## src/rtl/pipelined_decode_stage_if.sv

```systemverilog
// ID/EX pipeline-register bundle between the decode stage (master) and the execute stage (slave).
interface pipelined_decode_stage_if #(
  parameter int DATA_W = 16,
  parameter int PC_W   = 16
);
  logic              idex_valid;
  logic [15:0]       idex_instr;
  logic [PC_W-1:0]   idex_pc;
  logic [DATA_W-1:0] idex_rs_data;
  logic [DATA_W-1:0] idex_rt_data;
  logic [DATA_W-1:0] idex_imm;
  logic [3:0]        idex_rd;
  logic              idex_wr_en;
  logic              idex_mem_rd;
  logic              idex_mem_wr;
  logic [2:0]        idex_flag_we;

  modport master (
    output idex_valid, idex_instr, idex_pc, idex_rs_data, idex_rt_data, idex_imm,
           idex_rd, idex_wr_en, idex_mem_rd, idex_mem_wr, idex_flag_we
  );
  modport slave (
    input  idex_valid, idex_instr, idex_pc, idex_rs_data, idex_rt_data, idex_imm,
           idex_rd, idex_wr_en, idex_mem_rd, idex_mem_wr, idex_flag_we
  );
endinterface

```

## src/rtl/pipelined_decode_stage.sv

```systemverilog
// Decode stage: register file, N/Z/V flags, in-decode branch resolution, hazard
// detection with optional EX/MEM forwarding to the BR operand, and the ID/EX register.
module pipelined_decode_stage #(
  parameter int DATA_W = 16,
  parameter int PC_W   = 16,
  parameter bit FWD_EN = 1'b1
) (
  input  logic              clk,
  input  logic              rst,
  input  logic              valid_in,
  input  logic [15:0]       instr_in,
  input  logic [PC_W-1:0]   pc_in,
  input  logic              wb_we,
  input  logic [3:0]        wb_reg,
  input  logic [DATA_W-1:0] wb_data,
  input  logic [2:0]        flag_we,
  input  logic [2:0]        flags_in,
  input  logic              exm_wr_en,
  input  logic [3:0]        exm_wr_reg,
  input  logic              exm_is_load,
  input  logic [DATA_W-1:0] exm_result,
  output logic              stall,
  output logic              flush,
  output logic [PC_W-1:0]   branch_pc,
  output logic              halted,
  pipelined_decode_stage_if.master idex
);

  typedef enum logic [3:0] {
    OP_ADD = 4'h0, OP_SUB = 4'h1, OP_XOR = 4'h2, OP_AL3 = 4'h3,
    OP_SLL = 4'h4, OP_SRA = 4'h5, OP_ROR = 4'h6, OP_AL7 = 4'h7,
    OP_LW  = 4'h8, OP_SW  = 4'h9, OP_LLB = 4'hA, OP_LHB = 4'hB,
    OP_B   = 4'hC, OP_BR  = 4'hD, OP_PCS = 4'hE, OP_HLT = 4'hF
  } opcode_e;

  typedef struct packed {
    logic              valid;
    logic [15:0]       instr;
    logic [PC_W-1:0]   pc;
    logic [DATA_W-1:0] rs_data;
    logic [DATA_W-1:0] rt_data;
    logic [DATA_W-1:0] imm;
    logic [3:0]        rd;
    logic              wr_en;
    logic              mem_rd;
    logic              mem_wr;
    logic [2:0]        flag_we;
  } idex_t;

  logic [DATA_W-1:0] rf_q [16];
  logic [DATA_W-1:0] rf_d [16];
  logic [2:0]        flags_q, flags_d;
  logic              halted_q, halted_d;
  idex_t             idex_q, idex_d;

  opcode_e           op;
  logic [3:0]        rs_idx, rt_idx;
  logic              uses_rs, uses_rt, is_b, is_br, cond_true;
  logic [DATA_W-1:0] rs_val, rt_val, rs_op, imm;
  logic              fwd_hit;
  logic              haz_load, haz_br_idex, haz_br_exm, haz_flag;
  logic [PC_W-1:0]   pc_plus2, b_target;

  always_comb begin
    op      = opcode_e'(instr_in[15:12]);
    is_b    = (op == OP_B);
    is_br   = (op == OP_BR);
    rs_idx  = (op == OP_LLB || op == OP_LHB) ? instr_in[11:8] : instr_in[7:4];
    rt_idx  = (op == OP_LW  || op == OP_SW)  ? instr_in[11:8] : instr_in[3:0];
    uses_rs = (instr_in[15:12] <= 4'hB) || is_br;
    uses_rt = (instr_in[15] == 1'b0) || (op == OP_SW);

    // WB write in the same cycle wins over the stored value
    rs_val = '0;
    if (rs_idx != 4'd0)
      rs_val = (wb_we && wb_reg == rs_idx) ? wb_data : rf_q[rs_idx];
    rt_val = '0;
    if (rt_idx != 4'd0)
      rt_val = (wb_we && wb_reg == rt_idx) ? wb_data : rf_q[rt_idx];

    fwd_hit = FWD_EN && exm_wr_en && !exm_is_load && exm_wr_reg == rs_idx && rs_idx != 4'd0;
    rs_op   = fwd_hit ? exm_result : rs_val;

    unique case (op)
      OP_LW, OP_SW: imm = DATA_W'({instr_in[3:0], 1'b0});
      OP_LLB:       imm = DATA_W'(instr_in[7:0]);
      OP_LHB:       imm = DATA_W'({instr_in[7:0], 8'h00});
      default:      imm = DATA_W'(instr_in[3:0]);
    endcase

    // flags_q = {N, Z, V}
    unique case (instr_in[11:9])
      3'b000:  cond_true = !flags_q[1];
      3'b001:  cond_true = flags_q[1];
      3'b010:  cond_true = !flags_q[1] && !flags_q[2];
      3'b011:  cond_true = flags_q[2];
      3'b100:  cond_true = flags_q[1] || (!flags_q[1] && !flags_q[2]);
      3'b101:  cond_true = flags_q[2] || flags_q[1];
      3'b110:  cond_true = flags_q[0];
      default: cond_true = 1'b1;
    endcase

    pc_plus2 = pc_in + PC_W'(2);
    b_target = pc_plus2 + (PC_W'({{(PC_W-9){instr_in[8]}}, instr_in[8:0]}) << 1);

    haz_load    = idex_q.valid && idex_q.mem_rd && idex_q.rd != 4'd0 &&
                  ((uses_rs && idex_q.rd == rs_idx) || (uses_rt && idex_q.rd == rt_idx));
    haz_br_idex = is_br && idex_q.valid && idex_q.wr_en && idex_q.rd == rs_idx && rs_idx != 4'd0;
    haz_br_exm  = is_br && exm_wr_en && exm_wr_reg == rs_idx && rs_idx != 4'd0 &&
                  (exm_is_load || !FWD_EN);
    haz_flag    = (is_b || is_br) && instr_in[11:9] != 3'b111 && idex_q.valid && (|idex_q.flag_we);

    stall     = valid_in && !halted_q && (haz_load || haz_br_idex || haz_br_exm || haz_flag);
    flush     = valid_in && !stall && !halted_q && (is_b || is_br) && cond_true;
    branch_pc = pc_plus2;
    if (flush)
      branch_pc = is_br ? PC_W'(rs_op) : b_target;

    halted_d = halted_q || (valid_in && !stall && op == OP_HLT);

    rf_d = rf_q;
    if (wb_we && wb_reg != 4'd0)
      rf_d[wb_reg] = wb_data;
    for (int unsigned i = 0; i < 3; i++)
      flags_d[i] = flag_we[i] ? flags_in[i] : flags_q[i];

    idex_d = '0;
    if (valid_in && !stall && !halted_q) begin
      idex_d.valid   = 1'b1;
      idex_d.instr   = instr_in;
      idex_d.pc      = pc_in;
      idex_d.rs_data = rs_op;
      idex_d.rt_data = rt_val;
      idex_d.imm     = imm;
      idex_d.rd      = instr_in[11:8];
      idex_d.wr_en   = (instr_in[15:12] <= 4'h8) || op == OP_LLB || op == OP_LHB || op == OP_PCS;
      idex_d.mem_rd  = (op == OP_LW);
      idex_d.mem_wr  = (op == OP_SW);
      unique case (op)
        OP_ADD, OP_SUB:                 idex_d.flag_we = 3'b111;
        OP_XOR, OP_SLL, OP_SRA, OP_ROR: idex_d.flag_we = 3'b010;
        default:                        idex_d.flag_we = 3'b000;
      endcase
    end
  end

  always_ff @(posedge clk) begin
    if (rst) begin
      for (int unsigned i = 0; i < 16; i++)
        rf_q[i] <= '0;
      flags_q  <= '0;
      halted_q <= 1'b0;
      idex_q   <= '0;
    end else begin
      rf_q     <= rf_d;
      flags_q  <= flags_d;
      halted_q <= halted_d;
      idex_q   <= idex_d;
    end
  end

  assign halted            = halted_q;
  assign idex.idex_valid   = idex_q.valid;
  assign idex.idex_instr   = idex_q.instr;
  assign idex.idex_pc      = idex_q.pc;
  assign idex.idex_rs_data = idex_q.rs_data;
  assign idex.idex_rt_data = idex_q.rt_data;
  assign idex.idex_imm     = idex_q.imm;
  assign idex.idex_rd      = idex_q.rd;
  assign idex.idex_wr_en   = idex_q.wr_en;
  assign idex.idex_mem_rd  = idex_q.mem_rd;
  assign idex.idex_mem_wr  = idex_q.mem_wr;
  assign idex.idex_flag_we = idex_q.flag_we;

endmodule

```

## src/flat_wrapper.sv

```systemverilog
// flat-port wrapper written by rule: the top's interface ports become plain ports
module pipelined_decode_stage_flat 
#(
  parameter int DATA_W = 16,
  parameter int PC_W   = 16,
  parameter bit FWD_EN = 1'b1
)
  (clk, rst, valid_in, instr_in, pc_in, wb_we, wb_reg, wb_data, flag_we, flags_in, exm_wr_en, exm_wr_reg, exm_is_load, exm_result, stall, flush, branch_pc, halted, idex_idex_valid, idex_idex_instr, idex_idex_pc, idex_idex_rs_data, idex_idex_rt_data, idex_idex_imm, idex_idex_rd, idex_idex_wr_en, idex_idex_mem_rd, idex_idex_mem_wr, idex_idex_flag_we);
  pipelined_decode_stage_if #(.DATA_W(DATA_W), .PC_W(PC_W)) idex_i ();
  input  logic clk;
  input  logic rst;
  input  logic valid_in;
  input  logic [15:0] instr_in;
  input  logic [PC_W-1:0] pc_in;
  input  logic wb_we;
  input  logic [3:0] wb_reg;
  input  logic [DATA_W-1:0] wb_data;
  input  logic [2:0] flag_we;
  input  logic [2:0] flags_in;
  input  logic exm_wr_en;
  input  logic [3:0] exm_wr_reg;
  input  logic exm_is_load;
  input  logic [DATA_W-1:0] exm_result;
  output logic stall;
  output logic flush;
  output logic [PC_W-1:0] branch_pc;
  output logic halted;
  output wire logic [$bits(idex_i.idex_valid)-1:0] idex_idex_valid;
  output wire logic [$bits(idex_i.idex_instr)-1:0] idex_idex_instr;
  output wire logic [$bits(idex_i.idex_pc)-1:0] idex_idex_pc;
  output wire logic [$bits(idex_i.idex_rs_data)-1:0] idex_idex_rs_data;
  output wire logic [$bits(idex_i.idex_rt_data)-1:0] idex_idex_rt_data;
  output wire logic [$bits(idex_i.idex_imm)-1:0] idex_idex_imm;
  output wire logic [$bits(idex_i.idex_rd)-1:0] idex_idex_rd;
  output wire logic [$bits(idex_i.idex_wr_en)-1:0] idex_idex_wr_en;
  output wire logic [$bits(idex_i.idex_mem_rd)-1:0] idex_idex_mem_rd;
  output wire logic [$bits(idex_i.idex_mem_wr)-1:0] idex_idex_mem_wr;
  output wire logic [$bits(idex_i.idex_flag_we)-1:0] idex_idex_flag_we;
  assign idex_idex_valid = idex_i.idex_valid;
  assign idex_idex_instr = idex_i.idex_instr;
  assign idex_idex_pc = idex_i.idex_pc;
  assign idex_idex_rs_data = idex_i.idex_rs_data;
  assign idex_idex_rt_data = idex_i.idex_rt_data;
  assign idex_idex_imm = idex_i.idex_imm;
  assign idex_idex_rd = idex_i.idex_rd;
  assign idex_idex_wr_en = idex_i.idex_wr_en;
  assign idex_idex_mem_rd = idex_i.idex_mem_rd;
  assign idex_idex_mem_wr = idex_i.idex_mem_wr;
  assign idex_idex_flag_we = idex_i.idex_flag_we;
  pipelined_decode_stage #(.DATA_W(DATA_W), .PC_W(PC_W), .FWD_EN(FWD_EN)) u_core (.clk(clk), .rst(rst), .valid_in(valid_in), .instr_in(instr_in), .pc_in(pc_in), .wb_we(wb_we), .wb_reg(wb_reg), .wb_data(wb_data), .flag_we(flag_we), .flags_in(flags_in), .exm_wr_en(exm_wr_en), .exm_wr_reg(exm_wr_reg), .exm_is_load(exm_is_load), .exm_result(exm_result), .stall(stall), .flush(flush), .branch_pc(branch_pc), .halted(halted), .idex(idex_i));
endmodule
```

## config.mk

```make
export PLATFORM = sky130hd
export DESIGN_NAME = pipelined_decode_stage_flat
export DESIGN_NICKNAME = d
export VERILOG_FILES = /design/src/rtl/pipelined_decode_stage_if.sv /design/src/rtl/pipelined_decode_stage.sv /design/src/flat_wrapper.sv
export SDC_FILE = /design/constraint.sdc
export NUM_CORES = 1
export LEC_CHECK = 0
export BUFFER_PORTS_ARGS = -buffer_cell sky130_fd_sc_hd__clkbuf_2
export CELL_PAD_IN_SITES_DETAIL_PLACEMENT = 1
export CELL_PAD_IN_SITES_GLOBAL_PLACEMENT = 2
export CORE_ASPECT_RATIO = 1.75
export CORE_MARGIN = 3
export CORE_UTILIZATION = 39
export CTS_BUF_LIST = sky130_fd_sc_hd__clkbuf_2 sky130_fd_sc_hd__clkbuf_4 sky130_fd_sc_hd__clkbuf_8
export DETAILED_ROUTE_END_ITERATION = 10
export PLACE_DENSITY = 0.91
export SKIP_LAST_GASP = 1
export SLEW_MARGIN = 40
export SYNTH_ARGS = -nofsm -noshare
export SYNTH_HDL_FRONTEND = slang
export SYNTH_SLANG_ARGS = --single-unit
export TNS_END_PERCENT = 100
```

## constraint.sdc

```tcl
create_clock -name clk -period 6.7 [get_ports clk]
set_clock_uncertainty 0.05 [all_clocks]
set_input_delay 0.335 -clock clk [delete_from_list [all_inputs] [get_ports clk]]
set_output_delay 0.335 -clock clk [all_outputs]
set_load 0.01 [all_outputs]
```

# After elaboration in Yosys (flattened, before gate mapping)
# Index checks and enable logic that the tools add are counted.
[word_totals]
register_bits = 351
inputBits = 84
output_inout_bits = 110
elab_cells = 155
[classes]
n_addsub = 2
n_lt_le_gt_ge = 6
n_eq_ne = 25
mux = 22
bitwise_logic = 6
n_reduce_logical = 63
[op_table]
columns = ["op", "n"]
rows = [
  ["$bwmux W256", 1],
  ["$mux W16", 12],
  ["$bmux W16 S4", 2],
  ["$mux W91", 1],
  ["$demux W16 S4", 1],
  ["$pmux W16 S3", 1],
  ["$eq A4 B4 Y1 const B", 8],
  ["$logic_and A1 B1 Y1", 31],
  ["$eq A4 B4 Y1", 5],
  ["$add A16 B16 Y16", 1],
  ["$add A16 B2 Y16 const B", 1],
  ["$reduce_bool A4 Y1", 4],
  ["$ge A5 B5 Y1 const B", 3],
  ["$logic_or A1 B1 Y1", 15],
  ["$not A4 Y5", 3],
  ["$eq A4 B3 Y1 const B", 3],
  ["$eq A3 B3 Y1 const B", 3],
  ["$le A4 B4 Y1 const B", 2],
  ["$mux W4", 2],
  ["$pmux W1 S7", 1],
  ["$eq A3 B2 Y1 const B", 2],
  ["$pmux W3 S2", 1],
  ["$reduce_or A2 Y1", 3],
  ["$reduce_or A3 Y1", 2],
  ["other kinds (10)", 16],
]

# Longest topological paths before layout
[logic_depth]
ltp_word = 17
depth_mapped = 14
mapped_depth_nobuf = 13

# Worst setup path after synthesis
# No wires, ideal clock.
[synth_path]
kind = "input-to-output"
start = "in pc_in[3]"
end = "out branch_pc[15]"
arrival_time_ns = 2.917
setup_slack_ns = 3.398
cell_stages = 13
n_path_buf = 1
cell_sequence = "and3_1 > and3_1 > clkbuf_1 > xor2_1 > ha_1 > o21a_1 > nor2_1 > o31ai_1 > a41o_1 > nor4_1 > a311oi_1 > mux2i_1 > a221oi_1"
[synth_via]
elab_chain_cells = 4
[synth_rtl]
columns = ["item", "line_no", "rtl"]
rows = [
  ["start: declaration", "flat_wrapper.sv:14", "input logic [PC_W-1:0] pc_in;"],
  ["$add A16 B2 Y16 (*)", "pipelined_decode_stage.sv:103", "pc_plus2 = pc_in + PC_W'(2);"],
  ["$add A16 B16 Y16", "pipelined_decode_stage.sv:104", "b_target = pc_plus2 + (PC_W'({{(PC_W-9){instr_in[8]}}, instr_in[8:0]}) << 1);"],
  ["$mux W16", "pipelined_decode_stage.sv:117", "branch_pc = is_br ? PC_W'(rs_op) : b_target;"],
  ["$mux W16 (*)", "pipelined_decode_stage.sv:116", "if (flush)"],
  ["end: declaration", "flat_wrapper.sv:26", "output logic [PC_W-1:0] branch_pc;"],
]
# Mark *: on every way between the ends. The rest lies on a longest branch, timed or not.

# Final worst setup path
[layout_path]
start = "in instr_in[14]"
end = "out branch_pc[9]"
[layout_via]
elab_chain_cells = 17
[layout_rtl]
columns = ["item", "line_no", "rtl"]
rows = [
  ["start: declaration", "flat_wrapper.sv:13", "input logic [15:0] instr_in;"],
  ["parallel branches: the longest is 16 deep, another holds $bmux W16 S4", "--", ""],
  ["$mux W16 (*)", "pipelined_decode_stage.sv:116", ""],
]
# Every way passes the cells marked *. The select of a mux whose other input is x is not followed.

==> results.md <==
* Vias in the first global route at between 15,000 and 20,000
* Largest net degree at the start of global routing at between 100 and 150
* PortBufs at just under 200
* DRC violations left at 0
* Number of synthesized register bits at between 300 and 400
* Worst-Margin Slew at 0.8733 ns
* CP endpoint kind: primary output
* Comb power frac at 15.3%
* Total grt overflow at 0
* Share of layout cells above drive strength 1 at about 17%
* Final worst setup slack at ~1.9 ns
* Seq/Total Area, Yosys at a little under two fifths
* Clk_lat worst skew at between 0.6 and 0.7 ns
* Reg2reg path depth at 11
* Dominant synthesized flop cell: dfxtp_1
* Total CTS buffers at 53
* Post-Synthesis Cells at about 2,400
* CP Launch Type: input port
* First-pass GRT wire length at approximately 120 mm
* Power density over cell area at 230.2 nW/µm²
* 1st-iter DRT viols at between 1,000 and 1,500
* Cell with the most instances after synthesis: nand2_1
* Die area at approximately 50,000 µm²
* Mapped Nets at roughly 2,500
* WHS Path Cells at 4
* Finish-stage setup viols at 0
* Top post-synthesis cells by count: 805 x nand2_1, 346 x dfxtp_1, 270 x a21oi_1
* Detail-routed via count per cell at around 6
* Worst Path Required at approximately 6.3 ns
* Max VDD drop at about 0.00015 V
* CP Max Fanout at around 60
* Final-report hold violation count at 0
* Hpwl dp at around 50 mm
* Die width at roughly 170 µm
* Clk pwr share at slightly above 40%
* Min-delay worst type: in2reg
* Fin crit share at a little under three quarters
* Row count at roughly 100
* Met2 wire length at about 38 mm
* Clk slew on worst S/H paths at 0.07 ns
* Resize count post-CTS at 0
* Top cell type's share of synthesized area at 38.16%
* Crit-path max cell delay at about 0.70 ns
* Top cell family by delay on the critical path: buffers and inverters
* Met1 Wirelength at 28.29 mm
* Met3 WL at roughly 4.6 mm
* Critical-path top delay cell: mux2_8
* Buf/Inv on CP at 4
* Avg WL per Cell at 24.75 µm
* Sequence of cells on the critical path: dlygate4sd3_1 -> clkbuf_2 -> nand3b_4 -> mux2_8 -> buf_4 -> mux2i_1 -> mux2i_1 -> a32o_1 -> a221oi_1 -> o221ai_1 -> o221a_2 -> clkbuf_2
* Internal power at 0.003380 W
* Routed via count at approximately 19,000
* Yosys cell types at 71
* Final nets at between 2,000 and 3,000
* H-Tree Depth at 2
* Status: completed
* Worst slack, placed at approximately 2.3 ns
* Biggest area consumer among synthesized cells: dfxtp_1
* Arr. time, crit path at ~4.4 ns
* Period minus WS final at around 4.8 ns
* Core area at 46,060 µm²
* Clock Tree Buf Depth at 3
* Avg Inst Size Synth at 7.704 µm²
* Die span in y at 291.4 µm
* First-pass iteration count of the detailed router at 7
* Sw Share at roughly 30%
* Max-cap viol count at 0
* Pins Over Slew Limit at 0
* Post-synth ARST share at 0%
* Highest Signal Layer: met4
* Number of synthesized flops with an enable pin at 0
* Slew Limit Headroom at approximately 42%
* Tot GR Track Use at between 30% and 40%
* Setup TNS at 0 ns
* Post-Syn Area at approximately 18,000 µm²
* CTS tree: built
* CTS Sinks at 346
* Sw power at between 0.001 and 0.0015 W
* Peak Freq at slightly above 200 MHz
* Area grow syn2layout at 15.30%
* Root buffer cell: clkbuf_8
* Largest cells by area after synthesis: dfxtp_1 38%, nand2_1 17%, a21oi_1 7.4%
* Yosys Warn Count at 0
* WS Path Type: in2out
* Leakage at roughly 7.6 nW
* Seq pwr share at between 40% and 50%
* Routability cong. at around 0.9
* Stages on worst setup path at 12
* Post-route ant nets at 0
* Initial Util at between 30% and 40%
* RSZ-0062 raised after global routing: false
* Io pins at a little under 200
* Final wirelength at 76.37 mm
* Initial antenna violation count at 1
[worst reg2reg max path: stages, from the launching register on]
cell,delay (ns)
dfxtp_1,0.40
or4_1,0.56
o2bb2ai_1,0.14
o2111ai_1,0.10
nor3_1,0.06
a22oi_1,0.39
nor3b_2,0.32
nand2_2,0.30
inv_2,0.63
o41ai_4,0.22
buf_4,0.29
a21oi_1,0.21
[routing by layer]
metal / vias to the layer above / GRT usage [%]
li1: 8299 / -
met4: 0 / 18.03
met2: 788 / 53.83
met5: - / 0
met1: 9299 / 33.19
met3: 277 / 4.226
[registers in the layout, indices dropped and copies added, names as in the netlist]
name / cells
u_core.idex.idex_rt_data: 16
u_core.idex.idex_wr_en: 1
u_core.idex.idex_instr: 13
u_core.flags_q: 3
u_core.idex.idex_mem_wr: 1
u_core.idex.idex_rs_data: 16
u_core.idex.idex_imm: 16
u_core.idex.idex_flag_we: 2
u_core.halted: 1
u_core.rf_q: 256
u_core.idex.idex_valid: 1
u_core.idex.idex_rd: 3
u_core.idex.idex_mem_rd: 1
u_core.idex.idex_pc: 16
[worst paths after layout]
| kind | startpoint | end | slack, ns |
|---|---|---|---|
| worst max-delay path | instr_in[14] | branch_pc[9] | 1.88 |
| worst max register to register | u_core.idex.idex_rd[0]$_SDFF_PP0_ | u_core.idex.idex_rt_data[5]$_SDFF_PP0_ | 2.93 |
| worst min register to register | u_core.rf_q[97]$_SDFFE_PP0P_ | u_core.rf_q[97]$_SDFFE_PP0P_ | 0.42 |
| worst min-delay path | exm_result[3] | u_core.idex.idex_rs_data[3]$_SDFF_PP0_ | 0.03 |
[cell type report]
| class | count | area (µm²) |
|---|---|---|
| antenna | 1 | 2.502 |
| clock buffer | 82 | 1054 |
| clock inverter | 16 | 115.1 |
| fill | 5614 | 25140 |
| inverter | 12 | 45.04 |
| multi-input combinational | 1798 | 10570 |
| sequential | 346 | 6927 |
| tap | 583 | 729.5 |
| timing repair buffer | 248 | 1489 |
[power by group through the flow]
stage	Sequential [W]	Clock, W	Combinational [W]
final	0.00212	0.00196	0.000735
after global routing	0.00212	0.00206	0.000780
after CTS	0.00212	0.00198	0.000724
after detailed placement	0.00217	0	0.000708
after global placement	0.00216	0	0.000682
after floorplan	0.00217	0	0.000435
[what timing repair did]
item                                   in CTS  in global routing
buffers inserted                            0                  0
setup endpoints to repair                   0                  0
endpoints found under the hold margin      24                  0
hold buffers                               26                  0
[stage by stage]
stage / power, W / instance area [µm²] / cells / util [%] / hold WS (ns)
final: 0.004818 / 20930 / 3086 / 45.43 / 0.02935
after detailed placement: 0.002874 / 19480 / 2961 / 42.30 / 0.4161
after global placement: 0.002846 / 19310 / 2956 / 41.93 / 0.4019
after CTS: 0.004827 / 20910 / 3085 / 45.40 / 0.007355
after global routing: 0.004964 / 20930 / 3086 / 45.43 / 0.04986
after floorplan: 0.002603 / 18150 / 2356 / - / 0.3916
[kinds of logic (layout without fill, tap and decap cells)]
logic type                 after synthesis  count (layout)  share of synthesized area, %
xor gates and xnor gates                40              40                         1.930
other                                    0               1                             0
buffers and inverters                  212             358                         5.080
and+or+nand+nor                       1129            1129                         26.81
muxes                                  135             135                         9.968
DFF                                    346             346                         38.16
AOI/OAI and AO/OA                      476             476                         16.80
adders and majority gates               18              18                         1.255
[placed cells by master, fill, tap and decap left out, drive strengths merged, types with 34 or more instances in the layout]
master / instances
nand2: 806
a21oi: 270
clkbuf: 275
nor2: 59
a211oi: 37
a311oi: 34
dfxtp: 346
and2: 74
nand3: 70
mux2i: 95
Note: power is estimated with default switching activity, not from simulation.
